$ cat config.mk
export PLATFORM = sky130hd
export DESIGN_NAME = ex161_ex4511
export DESIGN_NICKNAME = d
export VERILOG_FILES = /design/src/rtl/ex161_ex4511.sv
export SDC_FILE = /design/constraint.sdc
export NUM_CORES = 1
export LEC_CHECK = 0
export CORE_AREA = 2 2 39 41
export DETAILED_ROUTE_END_ITERATION = 12
export DIE_AREA = 0 0 41 43
export MAX_ROUTING_LAYER = met4
export RECOVER_POWER = 50
export SETUP_SLACK_MARGIN = 0.2
export SLEW_MARGIN = 30
export SYNTH_ARGS = -nofsm -noshare
export SYNTH_HDL_FRONTEND = slang
export SYNTH_SLANG_ARGS = --single-unit
$ cat constraint.sdc
create_clock -name CP -period 2.5 [get_ports CP]
set_input_delay 0.5 -clock CP [delete_from_list [all_inputs] [get_ports CP]]
set_output_delay 0.5 -clock CP [all_outputs]
set_load 0.01 [all_outputs]
$ cat src/rtl/ex161_ex4511.sv
// Free-running 4-bit binary counter driving a BCD-to-7-segment decoder (common cathode).
// Seg follows Dn combinationally (zero latency); no handshake, never stalls; MRN clears asynchronously.
module ex161_ex4511 (
    input  logic       CP,
    input  logic       MRN,
    output logic [3:0] Dn,
    output logic [7:0] Seg
);

    logic [3:0] cnt_q;
    logic [3:0] cnt_d;

    // Count enable is permanently active and load is unused, so every edge increments.
    always_comb begin
        cnt_d = cnt_q + 4'd1;
    end

    always_ff @(posedge CP or negedge MRN) begin
        if (!MRN) begin
            cnt_q <= 4'h0;
        end else begin
            cnt_q <= cnt_d;
        end
    end

    assign Dn = cnt_q;

    // 4511 glyphs: 6 without segment a, 9 without segment d; codes 10..15 blank.
    always_comb begin
        Seg = 8'h00;
        case (cnt_q)
            4'd0:    Seg = 8'h3F;
            4'd1:    Seg = 8'h06;
            4'd2:    Seg = 8'h5B;
            4'd3:    Seg = 8'h4F;
            4'd4:    Seg = 8'h66;
            4'd5:    Seg = 8'h6D;
            4'd6:    Seg = 8'h7C;
            4'd7:    Seg = 8'h07;
            4'd8:    Seg = 8'h7F;
            4'd9:    Seg = 8'h67;
            default: Seg = 8'h00;
        endcase
    end

endmodule

-- Yosys cells after proc, flatten, opt, wreduce, memory -nomap -nowiden
Memory sizes are Yosys's and may differ from the RTL's.
Cells that the tools add are included.
- $add $sub $neg: 1
- operators by type and width (kind ; number):
    $add 4x1->4 const B ; 1
- bits in registers: 4
- memory bits (read-only): 112
- bits of input ports: 2
- output and inout bits: 12
- word-level logic and storage cells: 3
- memories kept: 1
- memory list (memory ; words ; bits a word ; rd ports ; clocked after memory_dff ; wr ports ; line ; RTL):
    (no name shown) ; 16 ; 7 ; 1 ; 0 ; 0 ; 31 ; case (cnt_q)

-- Depth between registers and ports, before layout
Gate-level depths: netlist of run 1.
- depth in word-level cells: 1
- gate-level depth with buffers: 5
- gate-level depth less buffers: 5

-- Least setup slack after synthesis of run 1
Ideal clock, no wire load.
- kind: reg-to-output
- start: reg cnt_q[1], in the netlist Dn[1]
- end: out Seg[3]
- arrival time: 1.251 ns
- slack: 0.749 ns
- stages on the path, launching flop included: 6
- buffers on the path: 0
- cell sequence: dfrtp_1 -> inv_1 -> ha_1 -> nor2_2 -> a21oi_1 -> o22ai_1
- word-level cells in the longest chain between the ends: 1
- ends and longest elaborated chain (element ; line ; RTL):
    start: declaration ; 10 ; logic [3:0] cnt_q;
    start signal: assignment ; 22 ; cnt_q <= cnt_d;
    $mem_v2 16x7 ; -- ;
    end: declaration ; 7 ; output logic [7:0] Seg
No other way between the ends.

-- Final worst setup path of run 1
- start: reg cnt_q[0], in the netlist Dn[0]
- end: out Seg[5]
The elaborated chain is that of the path after synthesis.

==> results.txt, run 1 <==
Outcome - complete, no violations
Fmax - 433 MHz
IO buf count - 12
Switching pwr - 28.3 uW
Worst hold slack - 531 ps
Max clock buf depth - 2
Most common cell after layout, fill and taps aside - clkdlybuf4s50_1
Slew Limit Fails - 0
Top Family by Delay on Critical Path - buffers and inverters
Pin count of the biggest net entering global routing - 10
Register bit total from synthesis - 4
Worst VDD drop - 0.161 mV
Multi-input gate area - 234 um^2
Hold Path Class - primary input to async pin
Row count - 14
Core ar. - 1380 um^2
Met3 routed WL - 26 um
DRT antenna net count - 0
Met1 WL - 347 um
Vias per inst - 4.41
Yosys top cell by area - dfrtp_1
Slowest-stage cell, CP - clkdlybuf4s50_1
Max reg flops - 4
WP data arrival - 1810 ps
Initial Util - 0.272
Drt wl/cell - 11.2 um
Num CTS Buffers - 3
Final Cycle Share - 0.924
Final wirelength - 770 um
Root buffer cell - clkbuf_4
Post-route minimum period - 2310 ps
DRC marker count from the first detailed-route iteration - 4
Max cap viols - 0
Seq pwr share - 0.439
Req. time, crit path - 2000 ps
Buf/Inv on CP - 2
Gr ovfl total - 0
Clock Skew - 6.14 ps
Syn Inst Count - 38
# setup viols final - 0
Critical path class - register to primary output
Hold Vio Cnt, Final - 0
Area post-placement - 498 um^2
Share of layout cells above drive strength 1 - 0.340
Distinct cells, synth - 21
Area Overhead vs Synth - 44.9%
Worst Reg-to-Reg Cells - 2
TritonCTS clock tree - done
Drt pass-1 iters - 3
Synth Warn # - 0
Most frequent cells in the layout - clkdlybuf4s50_1, ha_1, clkbuf_4
RSZ-0062 raised after global routing - false
Post-Route Setup TNS - 0 ps
Hpwl dp - 550 um
Worst path max stage delay - 550 ps
Syn Nets - 46
CP startpoint kind - register
Synthesized area - 377 um^2
Post-CTS Hold Fix Bufs - 0
DIE AREA - 1760 um^2
Total I/O pin count - 14
Remaining routing DRC violations - 0
Sequential fraction of the synthesis area - 0.266
Initial antenna violation count - 0
GR Util All Layers - 0.106
Top cells by area, synth - dfrtp_1, ha_1, o22ai_2, xnor2_1, buf_4
Sw Share - 0.191
Placer congestion estimate - 0.705
Synth top area share - 0.266
Worst Path Max Fanout - 6
Clock slew at reported path FFs - 40 ps
Synthesized area per cell - 9.91 um^2
Number of global-route vias before repair - 279
Combinational share of power - 0.019
Internal - 120 uW
Storage cell area - 101 um^2
Clk_lat worst skew - 240 ps
Die Wd - 41 um
H-tree depth - 1
Final net count - 63
Crit path depth - 5
Post-route cell area - 546 um^2
Crit. End Element - primary output
Ant diodes - 0
Uppermost routed layer - met3
DR WL met2 - 396 um
CTS sink cnt - 4
Chip Height - 43 um
Pleak - 0.289 nW
First-pass GRT wire length - 1.19 mm
Fillers - 147
Power share of the clock group - 0.542
Crit-path cells - inv_1 > ha_2 > a21oi_2 > o22ai_2 > clkdlybuf4s50_1
Routed via count - 304
PD cells - 272 nW/um^2
==> cell type report <==
cell class              count  area share
clock buffers               3      0.0413
inverters                   5      0.0344
multi-input cells          26       0.429
flip-flops and latches      4       0.186
well taps                  16      0.0367
repair buffers             15       0.273
==> stage by stage <==
| stage | std cells | util | setup slack, ps | power, mW |
|---|---|---|---|---|
| 2_1_floorplan | 38 | - | 749 | 0.0678 |
| 3_3_place_gp | 64 | 0.360 | 289 | 0.0691 |
| 3_5_place_dp | 64 | 0.360 | 294 | 0.0692 |
| 4_1_cts | 69 | 0.387 | 202 | 0.152 |
| 5_1_grt | 69 | 0.394 | 104 | 0.158 |
| 6_report | 69 | 0.394 | 189 | 0.148 |
==> synth_stat cells, drive strengths merged <==
library cell	count
nand3	1
a21o	1
a21oi	3
a22o	1
xor2	1
o22ai	4
xnor2	2
nor2b	1
nor2	2
nand2	1
ha	6
conb	1
buf	3
dfrtp	4
inv	5
o21ai	2
==> power groups by stage <==
stage               registers, mW  clock network [mW]  logic (mW)
global route               0.0650              0.0898     0.00341
floorplan                  0.0659                   0     0.00181
global placement           0.0659                   0     0.00321
finish                     0.0651              0.0803     0.00284
detailed placement         0.0659                   0     0.00323
CTS                        0.0651              0.0840     0.00323
==> routing by layer <==
layer / vias up / GRT usage
met5: - / -
met4: 0 / 0.100
met3: 0 / 0.0157
met2: 6 / 0.150
met1: 146 / 0.120
li1: 152 / -
==> timing repair <==
item                       4_1_cts  5_1_grt
setup endpoints to repair        5        4
resized for setup                3        5
setup buffers                    2        0
==> path summary, 6_finish.rpt <==
check / start / end / slack (ps)
max in group asynchronous: MRN / Dn[3]$_DFF_PN0_ / 1790
min: MRN / Dn[1]$_DFF_PN0_ / 530
min reg2reg: Dn[3]$_DFF_PN0_ / Dn[3]$_DFF_PN0_ / 610
max: Dn[0]$_DFF_PN0_ / Seg[5] / 190
min in group CP: Dn[3]$_DFF_PN0_ / Dn[3]$_DFF_PN0_ / 610
max reg2reg: Dn[0]$_DFF_PN0_ / Dn[1]$_DFF_PN0_ / 1430
==> kinds of logic after synthesis <==
| group | after synthesis | synth area share |
|---|---|---|
| other | 1 | 0.00996 |
| AND/OR/NAND/NOR | 5 | 0.0997 |
| buffers and inverters | 8 | 0.120 |
| AO/OA/AOI/OAI | 11 | 0.236 |
| flip-flops | 4 | 0.266 |
| XOR/XNOR | 3 | 0.0698 |
| adder cells (fa/ha/maj) | 6 | 0.199 |
==> worst reg2reg max path, delay by kind of cell (launching register included) <==
family,cells,cell delay (ps)
flops,1,430
fa+ha+maj,1,320
buf+inv,1,190
Note: power is estimated with default switching activity, not from simulation.
==> inputs of run 2 (changes only) <==
--- a/config.mk
+++ b/config.mk
@@ -5,6 +5,7 @@
 export SDC_FILE = /design/constraint.sdc
 export NUM_CORES = 1
 export LEC_CHECK = 0
+export ABC_CLOCK_PERIOD_IN_PS = 2900
 export CORE_AREA = 2 2 39 41
 export DETAILED_ROUTE_END_ITERATION = 12
 export DIE_AREA = 0 0 41 43
==> constraint.sdc (replaced) <==
create_clock -name CP -period 2.9 [get_ports CP]
set_input_delay 0.58 -clock CP [delete_from_list [all_inputs] [get_ports CP]]
set_output_delay 0.58 -clock CP [all_outputs]
set_load 0.01 [all_outputs]
==> run 2 against run 1 <==
Utilization decreased by 2.4 points. Combinational power decreased by 14%. Clock power decreased by 13%. Sequential share of layout area increased by 0.93 points. Non-clock buffer count decreased by 3. Wire length decreased by 3.9%. Worst hold slack improved by 80 ps. Largest cell class unchanged.
==> results.txt, run 2 (synthesis results as in run 1) <==
Post-CTS Hold Fix Bufs - 0 (unchanged)
Setup crit end - Seg[3]
# setup viols final - 0 (unchanged)
Worst Reg-to-Reg Cells - 2 (unchanged)
Worst hold slack - 611 ps (+80.1 ps)
Slowest-stage cell, CP - clkdlybuf4s50_1
Worst path max stage delay - 550 ps (about the same)
Num CTS Buffers - 3 (unchanged)
Row count - 14 (unchanged)
Top Family by Delay on Critical Path - buffers and inverters
Post-Route Setup TNS - 0 ps (unchanged)
Chip Height - 43 um (unchanged)
CP Launch Point - Dn[1]$_DFF_PN0_
Share of layout cells above drive strength 1 - 0.260 (-0.0796)
Worst Path Max Fanout - 9 (+3)
Reg2reg start - Dn[1]$_DFF_PN0_
Ant diodes - 0 (unchanged)
Initial antenna violation count - 0 (unchanged)
Final wirelength - 740 um (-3.9%)
WP data arrival - 2010 ps (+200 ps)
Final Power - 129 uW (-13%)
Clock slew at reported path FFs - 40 ps (about the same)
Drt pass-1 iters - 4 (+1)
Hold Vio Cnt, Final - 0 (unchanged)
Core ar. - 1380 um^2 (unchanged)
Vias per inst - 4.68 (+6.3%)
Clk_lat worst skew - 240 ps (about the same)
Placer congestion estimate - 0.780 (+11%)
Total I/O pin count - 14 (unchanged)
Clock Skew - 1.25 ps (-4.89 ps)
Max cap viols - 0 (unchanged)
Critical path class - register to primary output
Fillers - 144 (-2.0%)
Gr ovfl total - 0 (unchanged)
DRT antenna net count - 0 (unchanged)
Max reg flops - 4 (unchanged)
Crit. End Element - primary output
Hpwl dp - 576 um (+4.9%)
Area Overhead vs Synth - 36.2%
Root buffer cell - clkbuf_4
IO buf count - 12 (unchanged)
CTS sink cnt - 4 (unchanged)
Routed via count - 309 (+1.6%)
Die Wd - 41 um (unchanged)
Power share of the clock group - 0.544 (+0.002)
H-tree depth - 1 (unchanged)
Remaining routing DRC violations - 0 (unchanged)
Seq pwr share - 0.437 (-0.002)
Final net count - 60 (-4.8%)
Crit path depth - 6 (+1)
GR Util All Layers - 0.117 (+0.0106)
CTS resizes - 0 (-3)
Hold Path Class - primary input to async pin
Fmax - 386 MHz
Initial Util - 0.272 (unchanged)
Setup WS pre-CTS - 531 ps (+237 ps)
Internal - 103 uW (-14%)
Max clock buf depth - 2 (unchanged)
Flop-to-flop setup slack - 1760 ps (+330 ps)
Capturing point of the worst reg2reg path - Dn[1]$_DFF_PN0_
Slew Limit Fails - 0 (unchanged)
Slack of the critical path - 311 ps (+122 ps)
CP startpoint kind - register
RSZ-0062 raised after global routing - false
Pin count of the biggest net entering global routing - 10 (unchanged)
Post-CTS setup buffer count - 0 (-2)
Final Cycle Share - 0.893
Outcome - complete, no violations
Pleak - 0.234 nW (-19%)
Post-route minimum period - 2590 ps
Buf/Inv on CP - 2 (unchanged)
Post-layout util - 0.371 (-0.0235)
Combinational share of power - 0.019 (about the same)
TritonCTS clock tree - done
Worst VDD drop - 0.141 mV (-13%)
Switching pwr - 25.2 uW (-11%)
Drt wl/cell - 11.2 um (+0.47%)
Crit-path cells - inv_1 > ha_1 > nor2_2 > a21oi_1 > o22ai_1 > clkdlybuf4s50_1
Number of global-route vias before repair - 311 (+11%)
PD cells - 251 nW/um^2 (-7.7%)
Sw Share - 0.196 (+0.00462)
DIE AREA - 1760 um^2 (unchanged)
First-pass GRT wire length - 1.31 mm (+11%)
Most common cell after layout, fill and taps aside - clkdlybuf4s50_1
DRC marker count from the first detailed-route iteration - 7 (+3)
Req. time, crit path - 2320 ps (+320 ps)
Most frequent cells in the layout - clkdlybuf4s50_1, ha_1, dfrtp_1
[run 2: cell count changes in the layout (fill, tap and decap cells not counted), sizes merged]
cell           previous run  this run
dlygate4sd2               1         0
clkbuf                    4         3
clkdlybuf4s50             6        10
dlymetal6s2s              3         0
buf                       2         0
[run 2: cell type report]
type                       instances  area [um^2]  area share
clock buffer                       3         22.5      0.0439
timing repair buffer              12          120       0.234
multi-input combinational         26          231       0.451
sequential                         4          100       0.195
inverter                           5         18.8      0.0366
tap                               16         20.0      0.0390
[run 2: stage by stage]
| stage | cell area (um^2) | instances |
|---|---|---|
| after global routing | 513 | 66 |
| after global placement | 490 | 63 |
| after floorplan | 377 | 38 |
| after detailed placement | 490 | 63 |
| final | 513 | 66 |
| after CTS | 513 | 66 |
[run 2: layer usage]
layer | up-vias | part of all wire | GRT usage
met5 | - | 0 | -
met2 | 8 | 0.50 | 0.159
met1 | 151 | 0.44 | 0.134
li1 | 148 | - | -
met4 | 0 | 0.022 | 0.100
met3 | 2 | 0.036 | 0.0314
[run 2: worst min-delay path by stage]
stage,to,start,cells past startpoint,slack [ps]
2_1_floorplan,Dn[0]$_DFF_PN0_,MRN,0,280
3_3_place_gp,Dn[3]$_DFF_PN0_,Dn[0]$_DFF_PN0_,2,660
3_5_place_dp,Dn[3]$_DFF_PN0_,Dn[0]$_DFF_PN0_,2,660
4_1_cts,Dn[2]$_DFF_PN0_,MRN,1,550
5_1_grt,Dn[0]$_DFF_PN0_,MRN,1,630
6_report,Dn[2]$_DFF_PN0_,MRN,1,610
[run 2: power by group through the flow]
stage,logic (mW),clock network (mW),registers [mW]
floorplan,0.00156,0,0.0568
global placement,0.00281,0,0.0568
detailed placement,0.00284,0,0.0568
CTS,0.00284,0.0716,0.0561
global route,0.00292,0.0746,0.0561
finish,0.00245,0.0700,0.0561
[run 2: worst register-to-register path, cell delays in order, from the launching register on]
cell and delay, ps:
dfrtp_1 540, inv_1 140, ha_1 330
==> inputs of run 3 (changes only) <==
--- a/config.mk
+++ b/config.mk
@@ -6,13 +6,13 @@
 export NUM_CORES = 1
 export LEC_CHECK = 0
 export ABC_CLOCK_PERIOD_IN_PS = 2900
+export CAP_MARGIN = 20
 export CORE_AREA = 2 2 39 41
 export DETAILED_ROUTE_END_ITERATION = 12
 export DIE_AREA = 0 0 41 43
 export MAX_ROUTING_LAYER = met4
-export RECOVER_POWER = 50
 export SETUP_SLACK_MARGIN = 0.2
-export SLEW_MARGIN = 30
+export SLEW_MARGIN = 0
 export SYNTH_ARGS = -nofsm -noshare
 export SYNTH_HDL_FRONTEND = slang
 export SYNTH_SLANG_ARGS = --single-unit
==> run 3 against run 2 <==
Sequential share of layout area up 0.20 points. Maximum frequency up 3.1%. First-iteration DRC count unchanged. Sequential power about the same. Wire length up 0.81%. Clock skew about the same.
==> results.txt, run 3 (synthesis results as in run 1) <==
Outcome - complete, no violations
Max reg flops - 4 (unchanged)
Gr ovfl total - 0 (unchanged)
Row count - 14 (unchanged)
Hold Path Class - primary input to async pin
Worst path max stage delay - 570 ps (+20 ps)
Vias per inst - 4.68 (unchanged)
Initial Util - 0.272 (unchanged)
Top Family by Delay on Critical Path - buffers and inverters
Worst hold slack - 541 ps (-70.1 ps)
Cell total after placement - 63 (unchanged)
# setup viols final - 0 (unchanged)
Initial antenna violation count - 0 (unchanged)
Placer congestion estimate - 0.780 (unchanged)
Drt wl/cell - 11.3 um (+0.81%)
Most common cell after layout, fill and taps aside - clkdlybuf4s50_1
Critical path class - register to primary output
Core ar. - 1380 um^2 (unchanged)
Die Wd - 41 um (unchanged)
Fillers - 143 (-0.69%)
Max clock buf depth - 2 (unchanged)
Pin count of the biggest net entering global routing - 10 (unchanged)
Final Power - 129 uW (+0.23%)
Worst VDD drop - 0.142 mV (+0.52%)
Most frequent cells in the layout - clkdlybuf4s50_1, ha_1
RSZ-0062 raised after global routing - false
Post-Route Setup TNS - 0 ps (unchanged)
Root buffer cell - clkbuf_4
Post-CTS Hold Fix Bufs - 0 (unchanged)
Final wirelength - 746 um (+0.81%)
DIE AREA - 1760 um^2 (unchanged)
GR Util All Layers - 0.117 (unchanged)
Buf/Inv on CP - 2 (unchanged)
Ant diodes - 0 (unchanged)
IO buf count - 12 (unchanged)
Hold Vio Cnt, Final - 0 (unchanged)
Fin cells - 66 (unchanged)
Clock slew at reported path FFs - 40 ps (about the same)
Crit-path cells - inv_1 > ha_1 > o21ai_0 > clkdlybuf4s50_1
Remaining routing DRC violations - 0 (unchanged)
Fmax - 398 MHz (+3.1%)
DRT antenna net count - 0 (unchanged)
H-tree depth - 1 (unchanged)
Req. time, crit path - 2320 ps (about the same)
CTS sink cnt - 4 (unchanged)
Slew Limit Fails - 0 (unchanged)
Hpwl dp - 576 um (unchanged)
WP data arrival - 1930 ps (-80 ps)
Clock Skew - 1.20 ps (-0.0414 ps)
Worst Path Max Fanout - 6 (-3)
Drt pass-1 iters - 4 (unchanged)
Final net count - 60 (unchanged)
DRC marker count from the first detailed-route iteration - 7 (unchanged)
PD cells - 251 nW/um^2 (about the same)
Pleak - 0.235 nW (+0.48%)
Area Overhead vs Synth - 36.5%
Chip Height - 43 um (unchanged)
Num CTS Buffers - 3 (unchanged)
Max cap viols - 0 (unchanged)
CP startpoint kind - register
Number of global-route vias before repair - 311 (unchanged)
Post-layout util - 0.372 (+0.000904)
Slowest-stage cell, CP - clkdlybuf4s50_1
Clk_lat worst skew - 240 ps (about the same)
First-pass GRT wire length - 1.31 mm (unchanged)
Routed via count - 309 (unchanged)
Post-route minimum period - 2510 ps (-77.4 ps)
TritonCTS clock tree - done
Total I/O pin count - 14 (unchanged)
Final Cycle Share - 0.866 (-0.0267)
Share of layout cells above drive strength 1 - 0.280 (+0.0200)
Crit. End Element - primary output
==> run 3: worst paths after layout <==
path	end	cells after the start	from	slack, ps
worst min register to register	Dn[3]$_DFF_PN0_	2	Dn[0]$_DFF_PN0_	660
worst max register to register	Dn[1]$_DFF_PN0_	2	Dn[0]$_DFF_PN0_	1830
worst max-delay path	Seg[1]	4	Dn[0]$_DFF_PN0_	390
worst min-delay path	Dn[2]$_DFF_PN0_	1	MRN	540
min in group CP	Dn[3]$_DFF_PN0_	2	Dn[0]$_DFF_PN0_	660
max in group asynchronous	Dn[1]$_DFF_PN0_	1	MRN	2180
==> run 3: final cells by class <==
cell class	instances	area (um^2)	area share
multi-input combinational	26	231	0.450
timing repair buffer	12	120	0.234
sequential	4	101	0.197
clock buffer	3	22.5	0.0438
tap	16	20.0	0.0389
inverter	5	18.8	0.0365
==> run 3: metrics by stage <==
stage	worst slack (ps)	cell area [um^2]
global placement	542	490
detailed placement	531	490
floorplan	1070	377
global route	262	514
finish	388	514
CTS	278	513
==> run 3: report_power, final <==
group,internal [mW],switching [mW]
logic,0.00120,0.00152
clock network,0.0463,0.0237
registers,0.0561,0
==> run 3: timing repair <==
| action | in CTS | in global routing |
|---|---|---|
| endpoints found under the setup margin | 0 | 3 |
| gates resized for setup | 0 | 1 |
| buffers inserted | 0 | 0 |
==> run 3: per-layer routing <==
| metal | global-route usage | wire length, um |
|---|---|---|
| met2 | 0.159 | 376 |
| met3 | 0.0314 | 27 |
| met5 | - | 0 |
| met4 | 0.100 | 16 |
| met1 | 0.134 | 326 |
==> run 3: worst register-to-register path, cell delays in order (launching register included) <==
cell	delay, ps
dfrtp_1	430
inv_1	150
ha_1	350
